$ cat config.mk
export PLATFORM = sky130hd
export DESIGN_NAME = clk_rst_seq
export DESIGN_NICKNAME = d
export VERILOG_FILES = /design/src/rtl/clk_rst_pkg.sv /design/src/rtl/clk_presence_det.sv /design/src/rtl/clk_rst_seq.sv
export SDC_FILE = /design/constraint.sdc
export NUM_CORES = 1
export LEC_CHECK = 0
export ABC_AREA = 1
export BUFFER_PORTS_ARGS = -buffer_cell sky130_fd_sc_hd__buf_4
export CORE_ASPECT_RATIO = 0.6
export CORE_MARGIN = 2
export CORE_UTILIZATION = 35
export DETAILED_ROUTE_END_ITERATION = 12
export MAX_ROUTING_LAYER = met4
export PLACE_DENSITY = 0.55
export SETUP_SLACK_MARGIN = 0.02
export SYNTH_ARGS = -nofsm -noshare
export SYNTH_HDL_FRONTEND = slang
export SYNTH_SLANG_ARGS = --single-unit
$ cat constraint.sdc
create_clock -name DDR3_200M_CLK -period 2.2 [get_ports DDR3_200M_CLK]
set_input_delay 0 -clock DDR3_200M_CLK [delete_from_list [all_inputs] [get_ports DDR3_200M_CLK]]
set_output_delay 0 -clock DDR3_200M_CLK [all_outputs]
set_load 0.05 [all_outputs]
$ cat src/rtl/clk_rst_pkg.sv
// Shared types and sizing helpers for the AWG reset sequencer.
package clk_rst_pkg;

  typedef enum logic [2:0] {
    IDLE      = 3'd0,
    WAIT_MMCM = 3'd1,
    HOLD      = 3'd2,
    DDR_CAL   = 3'd3,
    DAC_REL   = 3'd4,
    ADC_REL   = 3'd5,
    RUN       = 3'd6,
    FAULT     = 3'd7
  } state_t;

  typedef enum logic [2:0] {
    NONE      = 3'd0,
    DDR_TO    = 3'd1,
    DAC_TO    = 3'd2,
    ADC_TO    = 3'd3,
    MMCM_LOST = 3'd4,
    DAC_LOST  = 3'd5,
    GTH_LOST  = 3'd6,
    CAL_LOST  = 3'd7
  } fault_t;

  localparam int unsigned TIMEOUT_CYCLES_DEF = 1000000;
  localparam int unsigned CNT_W_DEF          = $clog2(TIMEOUT_CYCLES_DEF);

  // The shared counter must reach both the timeout and the hold terminal counts.
  function automatic int unsigned cnt_width(input int unsigned timeout, input int unsigned hold);
    int unsigned m;
    m = (timeout > hold) ? timeout : hold;
    return (m < 2) ? 1 : $clog2(m);
  endfunction

endpackage

$ cat src/rtl/clk_presence_det.sv
// Clock presence detector: watches a divided toggle from a foreign clock
// domain and reports whether at least one edge arrived in the last window.
module clk_presence_det #(
  parameter int unsigned SYNC_STAGES = 2,
  parameter int unsigned TOGGLE_WIN  = 256
) (
  input  logic clk,
  input  logic rst_n,
  input  logic toggle_in,
  output logic dac_alive
);

  localparam int unsigned WIN_W = (TOGGLE_WIN < 2) ? 1 : $clog2(TOGGLE_WIN);

  logic [SYNC_STAGES-1:0] sync_q;
  logic                   tog_s;
  logic                   tog_d;
  logic                   edge_hit;
  logic                   seen;
  logic                   win_end;
  logic [WIN_W-1:0]       win_cnt;

  assign tog_s    = sync_q[SYNC_STAGES-1];
  assign edge_hit = tog_s ^ tog_d;
  assign win_end  = (win_cnt == WIN_W'(TOGGLE_WIN - 1));

  // Synchronize the toggle, detect edges and publish the per-window verdict.
  always_ff @(posedge clk) begin
    if (!rst_n) begin
      sync_q    <= '0;
      tog_d     <= 1'b0;
      seen      <= 1'b0;
      win_cnt   <= '0;
      dac_alive <= 1'b0;
    end else begin
      sync_q <= {sync_q[SYNC_STAGES-2:0], toggle_in};
      tog_d  <= tog_s;
      if (win_end) begin
        win_cnt   <= '0;
        dac_alive <= seen | edge_hit;
        seen      <= 1'b0;
      end else begin
        win_cnt <= win_cnt + WIN_W'(1);
        seen    <= seen | edge_hit;
      end
    end
  end

endmodule

$ cat src/rtl/clk_rst_seq.sv
// Power-up / recovery reset sequencer: releases DDR3, DAC and ADC resets in
// order once each upstream clock source is proven present, and re-sequences
// after any loss of a source.
module clk_rst_seq
  import clk_rst_pkg::*;
#(
  parameter int unsigned SYNC_STAGES    = 2,
  parameter int unsigned HOLD_CYCLES    = 2000,
  parameter int unsigned TIMEOUT_CYCLES = 1000000,
  parameter int unsigned TOGGLE_WIN     = 256
) (
  input  logic       DDR3_200M_CLK,
  input  logic       SYS_RST_N,
  input  logic       MMCM_LOCKED,
  input  logic       DDR3_CALIB_DONE,
  input  logic       DAC_CLK_TOGGLE,
  input  logic       GTH_QPLL_LOCK,
  input  logic       CLR_FAULT,
  output logic       DDR3_RST,
  output logic       DAC_RST_N,
  output logic       ADC_RST_N,
  output logic       SEQ_DONE,
  output logic [2:0] SEQ_STATE,
  output logic [2:0] FAULT_CODE,
  output logic [7:0] RETRY_CNT
);

  localparam int unsigned CNT_W = cnt_width(TIMEOUT_CYCLES, HOLD_CYCLES);

  logic [SYNC_STAGES-1:0] mmcm_q;
  logic [SYNC_STAGES-1:0] calib_q;
  logic [SYNC_STAGES-1:0] gth_q;
  logic                   mmcm_s;
  logic                   calib_s;
  logic                   gth_s;
  logic                   dac_alive;

  state_t             state;
  state_t             state_nxt;
  fault_t             fault_nxt;
  fault_t             fault_q;
  logic [CNT_W-1:0]   cnt;
  logic               hold_done;
  logic               timeout;

  assign mmcm_s    = mmcm_q[SYNC_STAGES-1];
  assign calib_s   = calib_q[SYNC_STAGES-1];
  assign gth_s     = gth_q[SYNC_STAGES-1];
  assign hold_done = (cnt == CNT_W'(HOLD_CYCLES - 1));
  assign timeout   = (cnt == CNT_W'(TIMEOUT_CYCLES - 1));

  assign SEQ_STATE  = state;
  assign FAULT_CODE = fault_q;

  clk_presence_det #(
    .SYNC_STAGES (SYNC_STAGES),
    .TOGGLE_WIN  (TOGGLE_WIN)
  ) u_dac_det (
    .clk       (DDR3_200M_CLK),
    .rst_n     (SYS_RST_N),
    .toggle_in (DAC_CLK_TOGGLE),
    .dac_alive (dac_alive)
  );

  // Bring the level-type async status inputs into the sequencer domain.
  always_ff @(posedge DDR3_200M_CLK) begin
    if (!SYS_RST_N) begin
      mmcm_q  <= '0;
      calib_q <= '0;
      gth_q   <= '0;
    end else begin
      mmcm_q  <= {mmcm_q[SYNC_STAGES-2:0], MMCM_LOCKED};
      calib_q <= {calib_q[SYNC_STAGES-2:0], DDR3_CALIB_DONE};
      gth_q   <= {gth_q[SYNC_STAGES-2:0], GTH_QPLL_LOCK};
    end
  end

  // Next-state decision; any detected fault forces the FAULT state.
  always_comb begin
    state_nxt = state;
    fault_nxt = NONE;
    case (state)
      IDLE:      state_nxt = WAIT_MMCM;
      WAIT_MMCM: if (mmcm_s) state_nxt = HOLD;
      HOLD: begin
        if (!mmcm_s)        state_nxt = WAIT_MMCM;
        else if (hold_done) state_nxt = DDR_CAL;
      end
      DDR_CAL: begin
        if (!mmcm_s)       fault_nxt = MMCM_LOST;
        else if (calib_s)  state_nxt = DAC_REL;
        else if (timeout)  fault_nxt = DDR_TO;
      end
      DAC_REL: begin
        if (!mmcm_s)         fault_nxt = MMCM_LOST;
        else if (dac_alive)  state_nxt = ADC_REL;
        else if (timeout)    fault_nxt = DAC_TO;
      end
      ADC_REL: begin
        if (!mmcm_s)       fault_nxt = MMCM_LOST;
        else if (gth_s)    state_nxt = RUN;
        else if (timeout)  fault_nxt = ADC_TO;
      end
      RUN: begin
        if (!mmcm_s)          fault_nxt = MMCM_LOST;
        else if (!calib_s)    fault_nxt = CAL_LOST;
        else if (!dac_alive)  fault_nxt = DAC_LOST;
        else if (!gth_s)      fault_nxt = GTH_LOST;
      end
      FAULT:     if (hold_done) state_nxt = WAIT_MMCM;
      default:   state_nxt = IDLE;
    endcase
    if (fault_nxt != NONE) state_nxt = FAULT;
  end

  // State, shared counter, sticky fault code and retry counter.
  always_ff @(posedge DDR3_200M_CLK) begin
    if (!SYS_RST_N) begin
      state     <= IDLE;
      cnt       <= '0;
      fault_q   <= NONE;
      RETRY_CNT <= '0;
    end else begin
      state <= state_nxt;
      if (state_nxt != state)  cnt <= '0;
      else if (cnt != '1)      cnt <= cnt + CNT_W'(1);
      // A new fault wins over a coincident clear.
      if (fault_nxt != NONE && (fault_q == NONE || CLR_FAULT)) fault_q <= fault_nxt;
      else if (CLR_FAULT)                                       fault_q <= NONE;
      if (state == FAULT && state_nxt == WAIT_MMCM && RETRY_CNT != 8'hFF)
        RETRY_CNT <= RETRY_CNT + 8'd1;
    end
  end

  // Reset outputs follow the registered state one cycle later, so release order is inherent.
  always_ff @(posedge DDR3_200M_CLK) begin
    if (!SYS_RST_N) begin
      DDR3_RST  <= 1'b1;
      DAC_RST_N <= 1'b0;
      ADC_RST_N <= 1'b0;
      SEQ_DONE  <= 1'b0;
    end else begin
      DDR3_RST  <= !(state inside {DDR_CAL, DAC_REL, ADC_REL, RUN});
      DAC_RST_N <= (state inside {ADC_REL, RUN});
      ADC_RST_N <= (state == RUN);
      SEQ_DONE  <= (state == RUN);
    end
  end

endmodule
==> results of run 1 <==
[worst max-delay path by stage]
stage / startpoint / end
floorplan: SEQ_STATE[1] / cnt[18]
global placement: cnt[0] / cnt[4]
detailed placement: cnt[0] / cnt[9]
CTS: cnt[0] / cnt[9]
global route: cnt[0] / RETRY_CNT[4]
finish: cnt[16] / cnt[9]
[worst register-to-register path, cell delays in order (launching register included)]
cell and delay [ns]:
dfxtp_1 0.44, nand2_1 0.10, nor2_1 0.37, nand4_1 0.16
nand2_1 0.09, nand2_1 0.07, nand3_2 0.10, nor2_4 0.07
nand2_1 0.06, nand2_1 0.04, nand2_1 0.08, nand3_2 0.10
buf_12 0.18, nor2_2 0.10
[through the flow]
stage          setup slack, ns  total power (µW)  instance area (µm²)  hold WS (ns)  util, %
2_1_floorplan           0.1729              1739                 2805       0.09763        -
3_3_place_gp            0.1992              1918                 3128        0.1807    40.00
3_5_place_dp            0.1039              1919                 3128        0.1867    40.00
4_1_cts                0.09079              2739                 3324     0.0002506    42.51
5_1_grt                0.04384              2854                 3344       0.01103    42.77
6_report                0.1720              2707                 3344      0.003717    42.77
[layout make-up]
| cell class | instances | area share, % |
|---|---|---|
| tap | 108 | 4.040 |
| clock buffer | 6 | 3.853 |
| sequential | 56 | 33.56 |
| timing repair buffer | 34 | 8.380 |
| multi-input combinational | 279 | 43.43 |
| clock inverter | 2 | 0.5238 |
| inverter | 55 | 6.210 |
[registers in the layout, indices dropped and copies added, names as in the netlist]
signal,count
FAULT_CODE,3
DDR3_RST,1
u_dac_det.win_cnt,8
cnt,20
mmcm_q,2
u_dac_det.dac_alive,1
DAC_RST_N,1
RETRY_CNT,8
u_dac_det.sync_q,2
SEQ_DONE,1
gth_q,2
SEQ_STATE,3
u_dac_det.seen,1
calib_q,2
u_dac_det.tog_d,1
[where the power goes]
| group | internal, µW | total, µW | switching, µW |
|---|---|---|---|
| Combinational | 249 | 768 | 519 |
| Clock | 432 | 801 | 370 |
| Sequential | 1070 | 1140 | 67.3 |
[metal layers]
metal	global-route usage, %	vias up
li1	-	1330
met1	23.03	1097
met2	18.73	65
met3	3.494	5
met4	3.529	0
met5	-	-
[cell families after synthesis]
group / after synthesis
adders and majority gates: 3
DFF: 56
and+or+nand+nor: 214
AOI/OAI and AO/OA: 43
xor gates and xnor gates: 19
buffers and inverters: 61
[cell usage after synthesis (all sizes together) (3+ instances only)]
library cell / count
nor2: 82
nand2: 80
dfxtp: 56
inv: 51
nand3: 24
a21oi: 23
o21ai: 15
xor2: 15
nor3: 11
nand4: 9
nor4: 5
buf: 4
clkinv: 4
xnor2: 4
ha: 3
nor3b: 3
[repair_timing]
item / in CTS / in global routing
hold endpoints to repair: 6 / 0
hold buffers: 5 / 0
setup endpoints to repair: 0 / 20
gates resized for setup: 0 / 5
==> results.txt, run 1 <==
Uppermost routed layer - met4
DP Wirelength - 4645 µm
Total CTS buffers - 5
R2R setup slack - 0.17 ns
Cell count along the critical path - 13
Worst Path Required - 2.43 ns
Cell mode on critical path - nand2_1
Complex-gate fraction of the synthesized area - 8.207%
TritonCTS clock tree - yes
Unrepaired setup endpoints after global routing - no
Largest area contributor in the netlist - dfxtp_1
Area of the multi-input gates - 1453 µm²
Antenna viol nets, final - 0
Met3 WL post-DR - 363 µm
Period utilisation layout - 92.18%
Post-CTS setup buffers - 0
Netlist cell types - 33
RePlAce Congestion - 0.9533
Layout cells sized above 1 - 18.52%
Clk_skew - 0.01077 ns
Fillcell total - 815
Final critical-path required period - 2.028 ns
First-pass GRT wire length - 10070 µm
Port Buffers - 24
Main synth FF type - dfxtp_1
Initial Utilization - 35.87%
Count of final hold-check violations - 0
Post-Synth Adder-Cell Area - 1.338%
Avg Inst Size Synth - 7.084 µm²
Total negative slack - 0 ns
Die area - 8770 µm²
Crit path launch type - flip-flop
Clock Path Buffers - 2
Hold path startpoint - SYS_RST_N
CP max FO - 20
Status - complete, no violations
Flip-flop and latch count after synthesis - 56
Initial DRT Pass Iterations - 4
Global-route usage over all layers - 14.88%
R2r endpoint - cnt[9]
Leakage power of the design - 0.001347 µW
Initial antenna violation count - 0
Min-Delay Path Depth - 2
Syn nets - 406
N_diodes - 0
Number of flops mapped to enable cells by yosys - 0
Chip height - 73.35 µm
1st-iter DRT viols - 147
Seq/Total Area, Yosys - 39.96%
Die W - 119.6 µm
CP max-delay cell - dfxtp_1
Class of the worst hold path - input pin to flip-flop
Worst Hold End - DDR3_RST
Boundary pin count - 25
WP buf/inv - 1
Kind of cell adding the most delay to the critical path - simple AND/OR/NAND/NOR gates
Crit path arrival time - 2.26 ns
Register Area - 1122 µm²
Via count - 2497
P per Cell Area - 809.4 nW/µm²
Worst R2R Path Depth - 13
Warnings, synthesis - 0
Row count - 25
Maximum VDD drop - 0.3555 mV
Post-synth top area share - 39.96%
Grt total ovfl - 0
Mux share of post-synthesis cell area - 0%
Largest net degree at the start of global routing - 23
Worst skew pair latency - 0.30 ns
Worst Setup End Kind - flip-flop
Met2 routed WL - 2228 µm
Synth Area in Simple Gates - 35.64%
Post-Syn Area - 2805 µm²
Wirelength per Cell - 11.21 µm
CTS clk-pin slew, worst paths - 0.07 ns
Async S/R FF share, synth - 0%
Core ar. - 7820 µm²
Number of global-route vias before repair - 2103
Nets@finish - 441
Max-slew headroom - 60.45%
CP peak stage delay - 0.44 ns
TritonCTS Sinks - 56
Max-slew violations - 0
DR vias/cell - 4.624
Most common cell after layout, fill and taps aside - nand2_1
Final Non-Filler Cells - 540
Max Cap Viol - 0
Area grow syn2layout - 19.22%
Commonest non-fill, non-tap cells in the layout - 76 x nand2_1, 57 x nor2_1, 55 x dfxtp_1, 46 x inv_1, 28 x buf_4
Critical path class - flip-flop to flip-flop
# DRC - 0
Critical-path cell list - nand2_1 > nor2_1 > nand4_1 > nand2_1 > nand2_1 > nand3_2 > nor2_4 > nand2_1 > nand2_1 > nand2_1 > nand3_2 > buf_12 > nor2_2
Setup violations, final - 0
Root Driver - clkbuf_16
Synth Area in XOR/XNOR - 5.932%
Cells after synthesis - 396
WL met1 - 3418 µm
Worst Tran Pin Value - 0.5893 ns
FMAX - 493.1 MHz
Largest family of logic cells by synthesized area - simple AND/OR/NAND/NOR gates
Htree depth - 2
Total Wirelength - 6055 µm
Reg2reg start - cnt[16]
Largest cells by area after synthesis - dfxtp_1 40%, nand2_1 10%, nor2_1 7.8%
Dpl cells - 527
(Power assumes the default switching activity.)
==> run 2: changes to the inputs <==
==> constraint.sdc (replaced) <==
create_clock -name DDR3_200M_CLK -period 2.2 [get_ports DDR3_200M_CLK]
set_input_delay 0.11 -clock DDR3_200M_CLK [delete_from_list [all_inputs] [get_ports DDR3_200M_CLK]]
set_output_delay 0.11 -clock DDR3_200M_CLK [all_outputs]
set_load 0.05 [all_outputs]
==> run 2 against run 1 <==
Sequential cell count stayed put. Total power hardly changed. Hold slack better by 0.098 ns. Die area stayed put. Design area is 0.30% lower. Final cell count is 0.19% lower. Critical path depth stayed put. Wire length is 0.69% lower. Largest cell class unchanged. Largest power group unchanged.
==> results.txt, run 2 (synthesized netlist as in run 1, its figures left out) <==
Grt total ovfl - 0 (unchanged)
Unrepaired setup endpoints after global routing - no
DR vias/cell - 4.545 (-1.7%)
Number of global-route vias before repair - 2098 (-0.24%)
Worst Tran Pin Value - 0.5893 ns (+0.000001669 ns)
Initial Utilization - 35.87% (unchanged)
Count of final hold-check violations - 0 (unchanged)
Worst skew pair latency - 0.29 ns (about the same)
First-pass GRT wire length - 10040 µm (-0.28%)
Layout cells sized above 1 - 18.56% (+0.043 points)
Register Area - 1122 µm² (unchanged)
N_diodes - 0 (unchanged)
Commonest non-fill, non-tap cells in the layout - 76 x nand2_1, 57 x nor2_1, 55 x dfxtp_1, 46 x inv_1, 28 x buf_4
Total Wirelength - 6013 µm (-0.69%)
Root Driver - clkbuf_16
Clk_skew - 0.01023 ns (-0.0005432 ns)
Worst Path Required - 2.43 ns (about the same)
Initial antenna violation count - 0 (unchanged)
Biggest regs - cnt (20), RETRY_CNT (8), u_dac_det.win_cnt (8)
Max reg flops - 20 (unchanged)
Most common cell after layout, fill and taps aside - nand2_1
Fillcell total - 816 (+0.12%)
Dpl cells - 527 (unchanged)
RePlAce Congestion - 0.9533 (unchanged)
Util after Layout - 42.64% (-0.13 points)
CP max FO - 20 (unchanged)
Total CTS buffers - 5 (unchanged)
Worst R2R Path Depth - 13 (unchanged)
Max-slew headroom - 60.45% (about the same)
Status - complete, no violations
Crit path launch type - flip-flop
Design area - 3334 µm² (-0.30%)
Row count - 25 (unchanged)
Critical path class - flip-flop to flip-flop
TritonCTS clock tree - yes
Class of the worst hold path - input pin to flip-flop
Antenna viol nets, final - 0 (unchanged)
Max-slew violations - 0 (unchanged)
Die W - 119.6 µm (unchanged)
Largest net degree at the start of global routing - 23 (unchanged)
Chip height - 73.35 µm (unchanged)
Initial DRT Pass Iterations - 4 (unchanged)
CTS clk-pin slew, worst paths - 0.07 ns (about the same)
Die area - 8770 µm² (unchanged)
Maximum VDD drop - 0.3562 mV (+0.19%)
1st-iter DRT viols - 161 (+9.5%)
Area of the multi-input gates - 1453 µm² (unchanged)
Max Cap Viol - 0 (unchanged)
Post-placement setup slack - 0.1039 ns (unchanged)
FMAX - 495.3 MHz (+0.44%)
Min-Delay Path Depth - 4 (+2)
Placed Area - 3128 µm² (unchanged)
Global-route usage over all layers - 14.85% (-0.035 points)
# DRC - 0 (unchanged)
P per Cell Area - 811.0 nW/µm² (+0.20%)
Port Buffers - 24 (unchanged)
Total negative slack - 0 ns (unchanged)
Nets@finish - 440 (-0.23%)
Post-CTS setup buffers - 0 (unchanged)
Via count - 2450 (-1.9%)
Area grow syn2layout - 18.87%
Worst Setup End Kind - flip-flop
Wirelength per Cell - 11.16 µm (-0.51%)
TritonCTS Sinks - 56 (unchanged)
DP Wirelength - 4645 µm (unchanged)
Crit path arrival time - 2.25 ns (about the same)
PnR worst setup slack - 0.1809 ns (+0.008897 ns)
Boundary pin count - 25 (unchanged)
Period utilisation layout - 91.78% (-0.40 points)
Final critical-path required period - 2.019 ns (-0.008897 ns)
Setup violations, final - 0 (unchanged)
Clock Path Buffers - 2 (unchanged)
Core ar. - 7820 µm² (unchanged)
Leakage power of the design - 0.001342 µW (-0.31%)
Htree depth - 2 (unchanged)
Final Non-Filler Cells - 539 (-0.19%)
Most flops, register - cnt
==> run 2: worst paths after layout <==
kind	from	endpoint	slack [ns]
max	cnt[16]	cnt[9]	0.18
min reg2reg	gth_q[0]	gth_q[1]	0.41
max reg2reg	cnt[16]	cnt[9]	0.18
min	CLR_FAULT	FAULT_CODE[2]	0.10
==> run 2: power breakdown <==
group | internal [µW] | total, µW | leakage (µW) | switching, µW
sequential | 1070 | 1140 | 0.000455 | 66.8
clock | 432 | 799 | 0.0000719 | 368
combinational | 248 | 768 | 0.000816 | 520
==> run 2: timing repair <==
item                                    4_1_cts  5_1_grt
gates resized for setup                       0        5
endpoints found under the hold margin         4        0
endpoints found under the setup margin        0       20
hold buffers                                  4        0
==> run 2: layout make-up <==
cell class                      instances  area share, %
Timing Repair Buffer                   33          8.105
Multi-Input combinational cell        279          43.56
Tap cell                              108          4.053
Clock inverter                          2         0.5253
Inverter                               55          6.229
Clock buffer                            6          3.865
Sequential cell                        56          33.66
==> run 2: through the flow <==
step | hold slack, ns | total power, µW
floorplan | 0.2076 | 1739
global placement | 0.2907 | 1918
detailed placement | 0.2967 | 1919
CTS | 0.09866 | 2738
global route | 0.1210 | 2852
finish | 0.1021 | 2704
==> run 2: critical path: stages, from the launching register on <==
cell,delay [ns]
dfxtp_1,0.43
nand2_1,0.10
nor2_1,0.37
nand4_1,0.15
nand2_1,0.09
nand2_1,0.07
nand3_2,0.10
nor2_4,0.07
nand2_1,0.06
nand2_1,0.04
nand2_1,0.08
nand3_2,0.10
buf_12,0.18
nor2_2,0.09
==> run 2: routing by layer <==
| metal | global-route usage (%) | wire length, µm |
|---|---|---|
| met1 | 23.03 | 3456 |
| met2 | 18.60 | 2229 |
| met3 | 3.494 | 303 |
| met4 | 3.529 | 24 |
| met5 | - | 0 |
==> run 3: changes to the inputs <==
SYNTH_HIERARCHICAL = 1   (was not set)
==> run 3 against run 2 <==
Clock-buffer cell count unchanged. Global-route usage increased by 1.2 points. Fmax increased by 0.57%. Hold slack improved by 0.020 ns. Highest routed layer unchanged. First-iteration DRC count is 12% higher. Sequential power is essentially flat. Design area is 3.2% higher. Die area increased by 0.60%. Utilization up 1.2 points.
==> results.txt, run 3 <==
Status - complete, no violations
Class of the worst hold path - input pin to flip-flop
Util after Layout - 43.82% (+1.2 points)
Kind of cell adding the most delay to the critical path - simple AND/OR/NAND/NOR gates
Total negative slack - 0 ns (unchanged)
Setup violations, final - 0 (unchanged)
Nets@finish - 453 (+3.0%)
Critical-path cell list - inv_1 > nand2_1 > nor4_2 > nand3_1 > a21oi_2 > nand2_2 > nand2_1 > nor2_1 > nand2_2 > buf_12 > nor2_2
Via count - 2544 (+3.8%)
Maximum VDD drop - 0.3410 mV (-4.3%)
Clock Path Buffers - 2 (unchanged)
Post-Syn Area - 2823 µm² (+0.62%)
Row count - 25 (unchanged)
Boundary pin count - 25 (unchanged)
Min-Delay Path Depth - 4 (unchanged)
Hold path startpoint - CLR_FAULT
Total Wirelength - 6686 µm (+11%)
Reg2reg start - cnt[14]
Commonest cells in the synthesized netlist - 84 x nand2_1, 58 x nor2_1, 56 x dfxtp_1
Avg Inst Size Synth - 6.987 µm² (-1.4%)
Final critical-path required period - 2.008 ns (-0.01153 ns)
Initial DRT Pass Iterations - 4 (unchanged)
Biggest regs - cnt (20), RETRY_CNT (8), u_dac_det/win_cnt (8)
Seq/Total Area, Yosys - 39.72% (-0.25 points)
CP peak stage delay - 0.33 ns (-0.10 ns)
Grt total ovfl - 0 (unchanged)
Max-slew headroom - 64.28% (+3.8 points)
Initial antenna violation count - 0 (unchanged)
Global-route usage over all layers - 16.09% (+1.2 points)
Worst Hold End - FAULT_CODE[1]
Port Buffers - 24 (unchanged)
P per Cell Area - 815.2 nW/µm² (+0.51%)
Cells after synthesis - 404 (+2.0%)
Clk_skew - 0.003330 ns (-0.006900 ns)
Die area - 8822 µm² (+0.60%)
Count of final hold-check violations - 0 (unchanged)
Number of flops mapped to enable cells by yosys - 0 (unchanged)
First-pass GRT wire length - 10900 µm (+8.5%)
Largest area contributor in the netlist - dfxtp_1
DP Wirelength - 5087 µm (+9.5%)
Core ar. - 7851 µm² (+0.40%)
Crit path arrival time - 2.19 ns (-0.06 ns)
Syn nets - 414 (+2.0%)
Most common cell after layout, fill and taps aside - nand2_1
1st-iter DRT viols - 180 (+12%)
R2R setup slack - 0.19 ns (about the same)
TritonCTS Sinks - 56 (unchanged)
Worst Tran Pin Value - 0.5312 ns (-0.05813 ns)
R2r endpoint - cnt[7]
Layout cells sized above 1 - 22.97% (+4.4 points)
Commonest non-fill, non-tap cells in the layout - 83 x nand2_1, 55 x nor2_1, 51 x dfxtp_1, 46 x inv_1, 32 x buf_4
Most flops, register - cnt
CP max-delay cell - dfxtp_1
WP buf/inv - 2 (+1)
Max-slew violations - 0 (unchanged)
Htree depth - 2 (unchanged)
Critical path class - flip-flop to flip-flop
Area grow syn2layout - 21.90%
Largest net degree at the start of global routing - 24 (+4.3%)
Unrepaired setup endpoints after global routing - no
Max reg flops - 20 (unchanged)
Root Driver - clkbuf_16
DR vias/cell - 4.609 (+1.4%)
Die W - 119.9 µm (+0.30%)
Design area - 3441 µm² (+3.2%)
RePlAce Congestion - 0.9151 (-4.0%)
Crit path launch type - flip-flop
Initial Utilization - 35.95% (+0.080 points)
N_diodes - 0 (unchanged)
Wirelength per Cell - 12.11 µm (+8.6%)
Main synth FF type - dfxtp_1
Placed Area - 3154 µm² (+0.84%)
Post-synth top area share - 39.72% (-0.25 points)
Netlist cell types - 31 (-6.1%)
TritonCTS clock tree - yes
Leakage power of the design - 0.001381 µW (+2.9%)
Chip height - 73.56 µm (+0.29%)
CTS clk-pin slew, worst paths - 0.07 ns (about the same)
Worst R2R Path Depth - 11 (-2)
Warnings, synthesis - 6 (+6)
Number of global-route vias before repair - 2169 (+3.4%)
Worst skew pair latency - 0.29 ns (about the same)
CP max FO - 20 (unchanged)
Largest cells by area after synthesis - dfxtp_1 40%, nand2_1 11%, nor2_1 7.7%
Most common cell in the synthesized netlist - nand2_1
Worst Path Required - 2.38 ns (-0.05 ns)
# DRC - 0 (unchanged)
Total CTS buffers - 5 (unchanged)
FMAX - 498.1 MHz (+0.57%)
Max Cap Viol - 0 (unchanged)
Worst Setup End Kind - flip-flop
Flip-flop and latch count after synthesis - 56 (unchanged)
Antenna viol nets, final - 0 (unchanged)
Async S/R FF share, synth - 0% (unchanged)
Period utilisation layout - 91.25% (-0.52 points)
run 3: cell count changes after synthesis, sizes merged, moves of 2 or more:
| cell | previous run | this run |
|---|---|---|
| nor2 | 82 | 85 |
| nor3b | 3 | 0 |
| a31oi | 2 | 0 |
| nor3 | 11 | 8 |
| nand3 | 24 | 29 |
| a21oi | 23 | 27 |
| o211ai | 0 | 2 |
| clkinv | 4 | 1 |
| xor2 | 15 | 11 |
| inv | 51 | 55 |
| nand2 | 80 | 92 |
| nand4 | 9 | 4 |
run 3: logic make-up (layout without fill, tap and decap cells):
group / Yosys count / count (layout) / share of synthesized area, %
and+or+nand+nor: 224 / 224 / 36.97
buffers and inverters: 61 / 101 / 8.909
DFF: 56 / 56 / 39.72
AOI/OAI and AO/OA: 46 / 46 / 8.732
xor gates and xnor gates: 14 / 14 / 4.344
adders and majority gates: 3 / 3 / 1.330
run 3: repair_timing:
| item | in CTS | in global routing |
|---|---|---|
| buffers inserted | 0 | 3 |
| gates resized for setup | 0 | 19 |
| hold buffers | 4 | 0 |
| hold endpoints to repair | 4 | 0 |
| setup endpoints to repair | 0 | 28 |
run 3: cell type report:
type | instances | area, µm²
fillers | 811 | 4410
multi-input cells | 287 | 1499
flip-flops and latches | 56 | 1132
repair buffers | 37 | 300.3
inverters | 56 | 210.2
well taps | 108 | 135.1
clock buffers | 6 | 128.9
clock inverters | 2 | 35.03
run 3: worst reg2reg max path, delay by kind of cell (launching register included):
family | cells | cell delay, ns
AOI/OAI and AO/OA | 1 | 0.26
buffers and inverters | 2 | 0.30
DFF | 1 | 0.33
and+or+nand+nor | 8 | 1.02
run 3: routing by layer:
layer | routed length [µm] | part of all wire [%] | track usage, % | vias to the layer above
met5 | 0 | 0 | - | -
li1 | - | - | - | 1356
met4 | 25 | 0.37 | 3.137 | 0
met1 | 3926 | 59 | 26.46 | 1116
met3 | 428 | 6.4 | 4.193 | 2
met2 | 2306 | 34 | 18.18 | 70
run 3: power breakdown:
| part | switching (µW) | leakage, µW | internal, µW |
|---|---|---|---|
| logic | 508 | 0.000843 | 240 |
| clock network | 353 | 0.0000808 | 536 |
| registers | 87.4 | 0.000457 | 1080 |
run 3: metrics by stage:
stage | setup WS [ns] | hold WS, ns | cells | power (µW)
finish | 0.1924 | 0.1221 | 552 | 2805
global route | 0.01436 | 0.1303 | 552 | 2958
CTS | 0.03133 | 0.1153 | 549 | 2810
detailed placement | 0.05894 | 0.2977 | 537 | 1905
global placement | 0.03632 | 0.2955 | 537 | 1909
floorplan | 0.1048 | 0.2035 | 404 | 1725
run 3: worst max-delay path by stage:
stage	startpoint	end	slack (ns)	cells past startpoint
2_1_floorplan	SEQ_STATE[0]	cnt[18]	0.10	16
3_3_place_gp	cnt[0]	cnt[12]	0.04	14
3_5_place_dp	cnt[0]	cnt[12]	0.06	14
4_1_cts	cnt[0]	cnt[12]	0.03	14
5_1_grt	cnt[0]	RETRY_CNT[5]	0.01	12
6_report	cnt[14]	cnt[7]	0.19	11
